<file path="config.mk">
export PLATFORM = sky130hd
export DESIGN_NAME = beep_tone_gen
export DESIGN_NICKNAME = d
export VERILOG_FILES = /design/src/rtl/beep_pkg.sv /design/src/rtl/key_prio_enc.sv /design/src/rtl/beep_tone_gen.sv
export SDC_FILE = /design/constraint.sdc
export NUM_CORES = 1
export LEC_CHECK = 0
export ABC_CLOCK_PERIOD_IN_PS = 4400
export CAP_MARGIN = 20
export CORE_UTILIZATION = 50
export CTS_CLUSTER_SIZE = 8
export DETAILED_ROUTE_END_ITERATION = 7
export GPL_TIMING_DRIVEN = 0
export PLACE_DENSITY_LB_ADDON = 0.05
export SYNTH_ARGS = -nofsm -noshare
export SYNTH_HDL_FRONTEND = slang
export SYNTH_SLANG_ARGS = --single-unit
</file>
<file path="constraint.sdc">
create_clock -name clk -period 4.4 [get_ports clk]
set_clock_uncertainty 0.15 [all_clocks]
set_input_delay 0.66 -clock clk [delete_from_list [all_inputs] [get_ports clk]]
set_output_delay 0.66 -clock clk [all_outputs]
set_load 0.005 [all_outputs]
</file>
<file path="src/rtl/beep_pkg.sv">
// rtl/beep_pkg.sv - shared constants, note table and FSM state type for the beeper tone stage
//
// Purpose: note frequency table (C4..D6), key count, FSM state encoding and the
//          half-period helper used to build the per-note reload table.
// Ports:   none (package)

package beep_pkg;

   localparam int NUM_KEYS = 16;
   localparam int IDX_W    = 4;

   // Note frequencies in Hz, index 0 = C4 ... index 15 = D6.
   localparam int NOTE_HZ [NUM_KEYS] = '{
      262, 294, 330, 349, 392, 440, 494, 523,
      587, 659, 698, 784, 880, 988, 1047, 1175
   };

   typedef enum logic [1:0] {
      IDLE = 2'd0,
      PLAY = 2'd1,
      TAIL = 2'd2
   } state_t;

   // Cycles per half period of note idx; only ever called with constant
   // arguments so it folds to a constant table.
   function automatic int half_period(input int idx, input int clk_hz);
      return clk_hz / (2 * NOTE_HZ[idx]);
   endfunction

endpackage

</file>
<file path="src/rtl/key_prio_enc.sv">
// rtl/key_prio_enc.sv - lowest-set-bit priority encoder for the pressed-key vector
//
// Purpose: reports whether any key is pressed and the index of the lowest one.
// Ports:
//   keys   in   NUM_KEYS  pressed-key vector, 1 = pressed
//   valid  out  1         at least one key pressed
//   idx    out  IDX_W     index of the lowest set bit (0 when none)

module key_prio_enc
   import beep_pkg::*;
(
   input  logic [NUM_KEYS-1:0] keys,
   output logic                valid,
   output logic [IDX_W-1:0]    idx
);

   // Scan from the top down so the lowest set bit is the last assignment.
   always_comb begin
      valid = |keys;
      idx   = '0;
      for (int i = NUM_KEYS - 1; i >= 0; i--) begin
         if (keys[i]) begin
            idx = IDX_W'(i);
         end
      end
   end

endmodule

</file>
<file path="src/rtl/beep_tone_gen.sv">
// rtl/beep_tone_gen.sv - square-wave tone generator driven by the keypad key vector
//
// Purpose: plays the pitch of the lowest pressed key, switches pitch only at a
//          period boundary, and holds a release tail that always ends after a
//          complete high phase.
// Ports:
//   clk       in   1         system clock
//   rst_n     in   1         synchronous reset, active-high
//   key_out   in   NUM_KEYS  pressed-key vector, 1 = pressed, debounced
//   beeper    out  1         square wave to the piezo
//   note_idx  out  IDX_W     index of the note currently sounding
//   active    out  1         high while playing or in the release tail

module beep_tone_gen
   import beep_pkg::*;
#(
   parameter int CLK_HZ  = 12_000_000,
   parameter int TAIL_MS = 20,
   parameter int CNT_W   = 16
) (
   input  logic                clk,
   input  logic                rst_n,
   input  logic [NUM_KEYS-1:0] key_out,
   output logic                beeper,
   output logic [IDX_W-1:0]    note_idx,
   output logic                active
);

   localparam longint TAIL_CYC    = (longint'(TAIL_MS) * longint'(CLK_HZ)) / 1000;
   localparam longint TAIL_LOAD_L = (TAIL_CYC > 0) ? (TAIL_CYC - 1) : 0;
   // The tail counter grows beyond CNT_W only when the tail length needs it.
   localparam int     TAIL_W      = (TAIL_LOAD_L >= (longint'(1) << CNT_W))
                                    ? $clog2(TAIL_LOAD_L + 1) : CNT_W;
   localparam logic [TAIL_W-1:0] TAIL_LOAD = TAIL_W'(TAIL_LOAD_L);

   state_t             state;
   state_t             state_nxt;
   logic [CNT_W-1:0]   half_cnt;
   logic [TAIL_W-1:0]  tail_cnt;
   logic               pend_vld;
   logic [IDX_W-1:0]   pend_idx;

   logic               key_vld;
   logic [IDX_W-1:0]   key_idx;

   logic               toggle;
   logic               tail_done;
   logic               stop_now;
   logic               rise_apply;
   logic [IDX_W-1:0]   note_eff;

   // Per-note reload values (half period minus one), constant after elaboration.
   logic [CNT_W-1:0]   half_m1 [NUM_KEYS];

   for (genvar g = 0; g < NUM_KEYS; g++) begin : g_half
      assign half_m1[g] = CNT_W'(half_period(g, CLK_HZ) - 1);
   end

   key_prio_enc u_enc (
      .keys  (key_out),
      .valid (key_vld),
      .idx   (key_idx)
   );

   assign toggle     = (half_cnt == '0);
   assign tail_done  = (state == TAIL) && !key_vld && (tail_cnt == '0);
   // Leave the tail only on a low level or at the high->low toggle.
   assign stop_now   = tail_done && (!beeper || toggle);
   // A pending note is only adopted at a low->high toggle.
   assign rise_apply = toggle && !beeper && pend_vld;
   assign note_eff   = rise_apply ? pend_idx : note_idx;

   // State register
   always_ff @(posedge clk) begin
      if (rst_n) begin
         state <= IDLE;
      end else begin
         state <= state_nxt;
      end
   end

   // Next-state logic
   always_comb begin
      state_nxt = state;
      case (state)
         IDLE: begin
            if (key_vld) state_nxt = PLAY;
         end
         PLAY: begin
            if (!key_vld) state_nxt = TAIL;
         end
         TAIL: begin
            if (key_vld) begin
               state_nxt = PLAY;
            end else if (stop_now) begin
               state_nxt = IDLE;
            end
         end
         default: state_nxt = IDLE;
      endcase
   end

   // Output logic
   always_comb begin
      active = (state != IDLE);
   end

   // Tone datapath: half-period counter, level, sounding note and pending note.
   always_ff @(posedge clk) begin
      if (rst_n) begin
         beeper   <= 1'b0;
         note_idx <= '0;
         half_cnt <= '0;
         pend_vld <= 1'b0;
         pend_idx <= '0;
      end else if (state == IDLE) begin
         pend_vld <= 1'b0;
         if (key_vld) begin
            beeper   <= 1'b1;
            note_idx <= key_idx;
            half_cnt <= half_m1[key_idx];
         end else begin
            beeper   <= 1'b0;
         end
      end else if (stop_now) begin
         beeper   <= 1'b0;
         half_cnt <= '0;
         pend_vld <= 1'b0;
      end else begin
         if (toggle) begin
            beeper   <= ~beeper;
            note_idx <= note_eff;
            half_cnt <= half_m1[note_eff];
         end else begin
            half_cnt <= half_cnt - CNT_W'(1);
         end
         // Compare against the note sounding after this edge so that a key
         // matching a just-adopted note does not stay pending.
         if (key_vld) begin
            pend_vld <= (key_idx != note_eff);
            pend_idx <= key_idx;
         end else begin
            pend_vld <= 1'b0;
         end
      end
   end

   // Release tail counter: loaded on key-up, saturates at zero.
   always_ff @(posedge clk) begin
      if (rst_n) begin
         tail_cnt <= '0;
      end else if (state == PLAY && !key_vld) begin
         tail_cnt <= TAIL_LOAD;
      end else if (state == TAIL) begin
         if (tail_cnt != '0) begin
            tail_cnt <= tail_cnt - TAIL_W'(1);
         end
      end else begin
         tail_cnt <= '0;
      end
   end

endmodule
</file>
# After elaboration in Yosys (flattened, before gate mapping)
# Memory sizes are Yosys's and may differ from the RTL's.
# Cells that the tools add are included.
[word_totals]
regBits = 46
latchBits = 0
ram_bits = 0
romBits = 512
memories = 2
[memory_table]
columns = ["memory", "depth", "word_bits", "rd", "rd_clocked_by_memory_dff", "wr", "line", "text"]
rows = [
  ["(no name shown)", 16, 16, 1, 0, 0, "beep_tone_gen.sv:133", "half_cnt <= half_m1[note_eff];"],
  ["(no name shown)", 16, 16, 1, 0, 0, "beep_tone_gen.sv:121", "half_cnt <= half_m1[key_idx];"],
]
[op_classes]
add_sub_neg = 2
mul = 0
div = 0
order_cmp = 2
eq_ne = 8
n_shift = 0
mux = 41
bitwise_logic = 7
reduce_logical = 22
[ops]
columns = ["cell", "n"]
rows = [
  ["$mux W16", 8],
  ["$mux W4", 21],
  ["$mux W18", 3],
  ["$logic_not A18 Y1", 1],
  ["$reduce_bool A18 Y1", 1],
  ["$sub A18 B1 Y18 const B", 1],
  ["$logic_not A16 Y1", 1],
  ["$reduce_or A16 Y1", 1],
  ["$sub A16 B1 Y16 const B", 1],
  ["$ge A5 B5 Y1 const B", 2],
  ["$not A4 Y5", 2],
  ["$reduce_and A3 Y1", 3],
  ["$mux W2", 4],
  ["$logic_and A1 B1 Y1", 6],
  ["$pmux W2 S3", 1],
  ["$not A1 Y1", 5],
  ["$mux W1", 4],
  ["$ne A2 B2 Y1 const B", 2],
  ["$ne A4 B4 Y1", 1],
  ["$reduce_bool A2 Y1", 2],
  ["$reduce_or A4 Y1", 1],
  ["$ne A3 B1 Y1 const B", 1],
  ["$ne A3 B3 Y1 const B", 1],
  ["$reduce_bool A3 Y1", 1],
  ["7 further kinds", 8],
]

# Depth between registers and ports, before layout
[logic_depth]
depth_word = 22
ltp_mapped = 14
ltp_nobuf = 13

# By module
# Synthesis repeated with hierarchy kept, for this count alone.
[unflattened]
cells_unflattened = 560
area_unflattened_um2 = 4085.2
[by_module_without_submodules]
columns = ["mod", "instances", "cells_each", "area_per_inst_um2"]
rows = [
  ["beep_tone_gen", 1, 526, 3908.7],
  ["key_prio_enc", 1, 34, 176.4],
]

# Least setup slack after synthesis
# Ideal clock, no wire load.
[synth_timing]
path_type = "reg-to-reg"
startpoint = "register half_cnt[0]"
endpoint = "register half_cnt[1]"
setup_ns = 0.120
arrival_time_ns = 2.885
t_required_ns = 4.130
slack_ns = 1.246
path_stages_with_launch = 13
cell_sequence = "dfxtp_1 inv_1 ha_1 nor4b_2 nand4_1 nor2_1 buf_2 mux2i_1 inv_1 ha_1 o311ai_0 a211oi_1 o31a_1"
[synth_via]
elab_chain_cells = 11
word_cells_on_any_way = 14
[synth_lines]
columns = ["element", "line", "text"]
rows = [
  ["start, declared", "beep_tone_gen.sv:38", "logic [CNT_W-1:0] half_cnt;"],
  ["start signal, assigned", "beep_tone_gen.sv:121", ""],
  ["start signal, assigned", "beep_tone_gen.sv:133", ""],
  ["start signal, assigned", "beep_tone_gen.sv:135", "half_cnt <= half_cnt - CNT_W'(1);"],
  ["$logic_not A16 Y1", "beep_tone_gen.sv:65", "assign toggle = (half_cnt == '0);"],
  ["$logic_and A1 B1 Y1 (2 in a row)", "beep_tone_gen.sv:70", "assign rise_apply = toggle && !beeper && pend_vld;"],
  ["$mux W4", "beep_tone_gen.sv:71", "assign note_eff = rise_apply ? pend_idx : note_idx;"],
  ["$not A4 Y5 (implied by the code)", "beep_tone_gen.sv:133", ""],
  ["$mem_v2 Z16 W16", "-", ""],
  ["$mux W16 (implied by the code) (2 in a row)", "beep_tone_gen.sv:133", ""],
  ["$mux W16", "beep_tone_gen.sv:130", "if (toggle) begin"],
  ["$mux W16 *", "beep_tone_gen.sv:125", "end else if (stop_now) begin"],
  ["$mux W16 *", "beep_tone_gen.sv:116", "end else if (state == IDLE) begin"],
]
# Every way passes the cells marked *; elsewhere a longest branch is shown, timed or not. The select of a mux whose other input is x is not followed.
# A chain may end at the register's enable or synchronous reset.

# Worst setup path after layout
# Same ends and word-level chain as after synthesis.

==> flow_summary_export.csv <==
group,metric,value,unit
layout,final_core_util,58.7,%
place,dp.cells,652,
timing,rsz0062_at_grt,"false",
floorplan,fp.dieW,90.6,um
worst_setup_path,cp_max_fo,10,
power_and_ir_drop,p_int,0.000665,W
cts,postCtsSetupBuffers,0,
global_routing,grt_max_degree,15,
place,post-dp-hpwl,9350,um
cts,numCtsBuffers,5,
routing,wire_per_inst,18.5,um
layout,mostFrequentLayoutCell,"nor2_1",
power_and_ir_drop,p_clk_share,26.4,%
place,gp_congestion,0.945,
worst_setup_path,critPathLaunchType,"register",
cts,cts.root.buffer_cell,"clkbuf_8",
power_and_ir_drop,vdd_drop_max,121,uV
synthesis,synth.distinct_cells,71,
global_routing,grt_pass1_wl,19900,um
layout,fin_nets,592,
place,dpl_worst_slack,356,ps
synthesis,yosysWarningCount,0,
global_routing,grt-ovfl-total,0,
synthesis,seq_area_frac_synth,23.5,%
timing,max_slew.worst_pin.slew,930,ps
global_routing,grt_pass1_vias,3747,
cts,cts_resized,0,
timing,fin_crit_sh,94.6,%
floorplan,dieHeight,90.6,um
synthesis,syn-cell-area,0.00393,mm2
layout,antenna_cells,0,
synthesis,avgSynthCellArea,7.38,um2
flow_run,drv_cap,0,
cts,cts.sinks,46,
worst_setup_path,worstSetupEndpointType,"register",
floorplan,core,0.00741,mm2
cts,insertion_delay,300,ps
outcome,outcome,"complete, no violations",
layout,drive_gt1_share,7.66,%
routing,dr.pass1.iters,6,
place,port-buffer-count,21,
timing,fin_crit,4160,ps
power_and_ir_drop,p_sw,0.000352,W
place,dpl_cell_area,0.00426,mm2
worst_setup_path,rr_worst_depth,12,
worst_setup_path,path_class,"register to register",
cts,hold_buffers,0,
floorplan,start_util,53.0,%
worst_setup_path,critPathArrivalTime,4270,ps
cts,clkSlewWorstSetupHoldPaths,100,ps
timing,fin_ws,238,ps
layout,final_cells,660,
layout,final_cell_mix,"80 x nor2_1, 51 x nand2_1, 49 x a21oi_1, 46 x dfxtp_1, 23 x nor3_1",
synthesis,syn_nets,564,
synthesis,synth_seq_cells,46,
power_and_ir_drop,p_per_area,234,mW/mm2
hold_path,hold_class,"register to register",
routing,final_antenna_net_count,0,
hold_path,min_path_cells,2,
synthesis,synth-main-ff-cell,"dfxtp_1",
layout,fillers,719,
timing,setup_tns,0,ps
floorplan,rows,31,
timing,setup_violations,0,
timing,slew_violations,0,
power_and_ir_drop,comb_power_share,28.2,%
power_and_ir_drop,seq_power_share,45.4,%
routing,drt-total-wl,12200,um
layout,fin_area,0.00435,mm2
timing,relSlewSlack,38.0,%
timing,fmax,0.240,GHz
timing,hold_viol,0,
power_and_ir_drop,switching_share,34.6,%
floorplan,io_pins,24,
floorplan,dieArea,0.00821,mm2
synthesis,synth_edf_count,0,
routing,drtIter0Drc,405,
cts,cts_tree,"done",
cts,htree_levels,2,
layout,syn_to_final_growth,10.7,%
cts,cts_max_path_buffers,2,
worst_setup_path,crit_required,4510,ps
global_routing,grt_usage,30.4,%
routing,drc_errors,0,
power_and_ir_drop,leakage,1.57,nW
routing,vias,4165,
routing,via_per_inst,6.31,
synthesis,async_flop_share,0,%
synthesis,synth_cells,532,
global_routing,antenna_found_initial,0,
metal layers:
metal  vias to the layer above  share of wire [%]  global-route usage (%)
li1                       2010                  -                       -
met1                      1920                 48                    44.3
met2                       208                 42                    44.7
met3                        27                7.5                    5.98
met4                         0                2.7                    9.14
met5                         -                  0                       0
power groups by stage:
| stage | clock, W | combinational (W) | sequential [W] |
|---|---|---|---|
| after floorplan | 0 | 0.000195 | 0.000465 |
| after global placement | 0 | 0.000277 | 0.000470 |
| after detailed placement | 0 | 0.000279 | 0.000471 |
| after CTS | 0.000270 | 0.000281 | 0.000461 |
| after global routing | 0.000288 | 0.000313 | 0.000466 |
| final | 0.000269 | 0.000287 | 0.000462 |
cells in the mapped netlist, drive strengths merged (4+ instances only):
library cell	count	area (um2)
nand2	51	191
nor2	81	307
xnor2	12	105
and3	4	25.0
a211o	4	35.0
nand4	5	46.3
o211ai	7	52.6
o31a	4	36.3
o22ai	9	56.3
a21oi	51	270
inv	20	75.1
nand2b	12	75.1
nor3	23	115
o31ai	4	30.0
or3	6	43.8
mux2i	11	114
buf	11	55.1
nor4	15	169
clkbuf	16	61.3
ha	14	175
or2	5	31.3
or4	7	52.6
a211oi	16	133
dfxtp	46	921
xor2	11	96.3
a221oi	4	35.0
nand3	11	55.1
o21ai	25	140
critical path: stages (launching register included):
cell	delay [ps]
dfxtp_1	340
inv_1	80
ha_1	210
nor4b_2	370
nand4_1	390
nor2_1	310
buf_2	270
mux2i_1	630
ha_1	280
inv_1	100
mux2_2	260
a211oi_1	530
o31a_1	180
flip-flops by register name (all words and copies together), names as in the netlist:
register	count
note_idx	4
pend_idx	4
half_cnt	16
tail_cnt	18
beeper	1
state	2
pend_vld	1
stage by stage:
step / power (W) / hold WS (ps)
final: 0.00102 / 363
after global placement: 0.000747 / 344
after floorplan: 0.000660 / 327
after detailed placement: 0.000750 / 356
after CTS: 0.00101 / 371
after global routing: 0.00107 / 407
area by class of cell:
cell class                      instances  area (um2)  share of cell area, %
Buffer                                 27         116                   2.68
Clock buffer                            6        72.6                   1.67
Clock inverter                          2        13.8                  0.317
Inverter                               20        75.1                   1.73
Multi-Input combinational cell        439        2810                   64.7
Sequential cell                        46         921                   21.2
Tap cell                               99         124                   2.85
Timing Repair Buffer                   21         210                   4.84
path summary, 6_finish.rpt:
path,start,end,slack (ps)
max reg2reg,half_cnt[0],half_cnt[1],240
max,half_cnt[0],half_cnt[1],240
min reg2reg,note_idx[0],note_idx[0],360
min,note_idx[0],note_idx[0],360
cell families (layout without fill, tap and decap cells):
kind of cell | Yosys count | count (layout) | synth area share, %
AOI/OAI and AO/OA | 155 | 155 | 27.5
xor gates and xnor gates | 23 | 23 | 5.13
adders and majority gates | 14 | 14 | 4.46
buffers and inverters | 47 | 76 | 4.88
DFF | 46 | 46 | 23.5
muxes | 13 | 13 | 3.47
and+or+nand+nor | 234 | 234 | 31.1
Power figures use the tool's default switching activity.
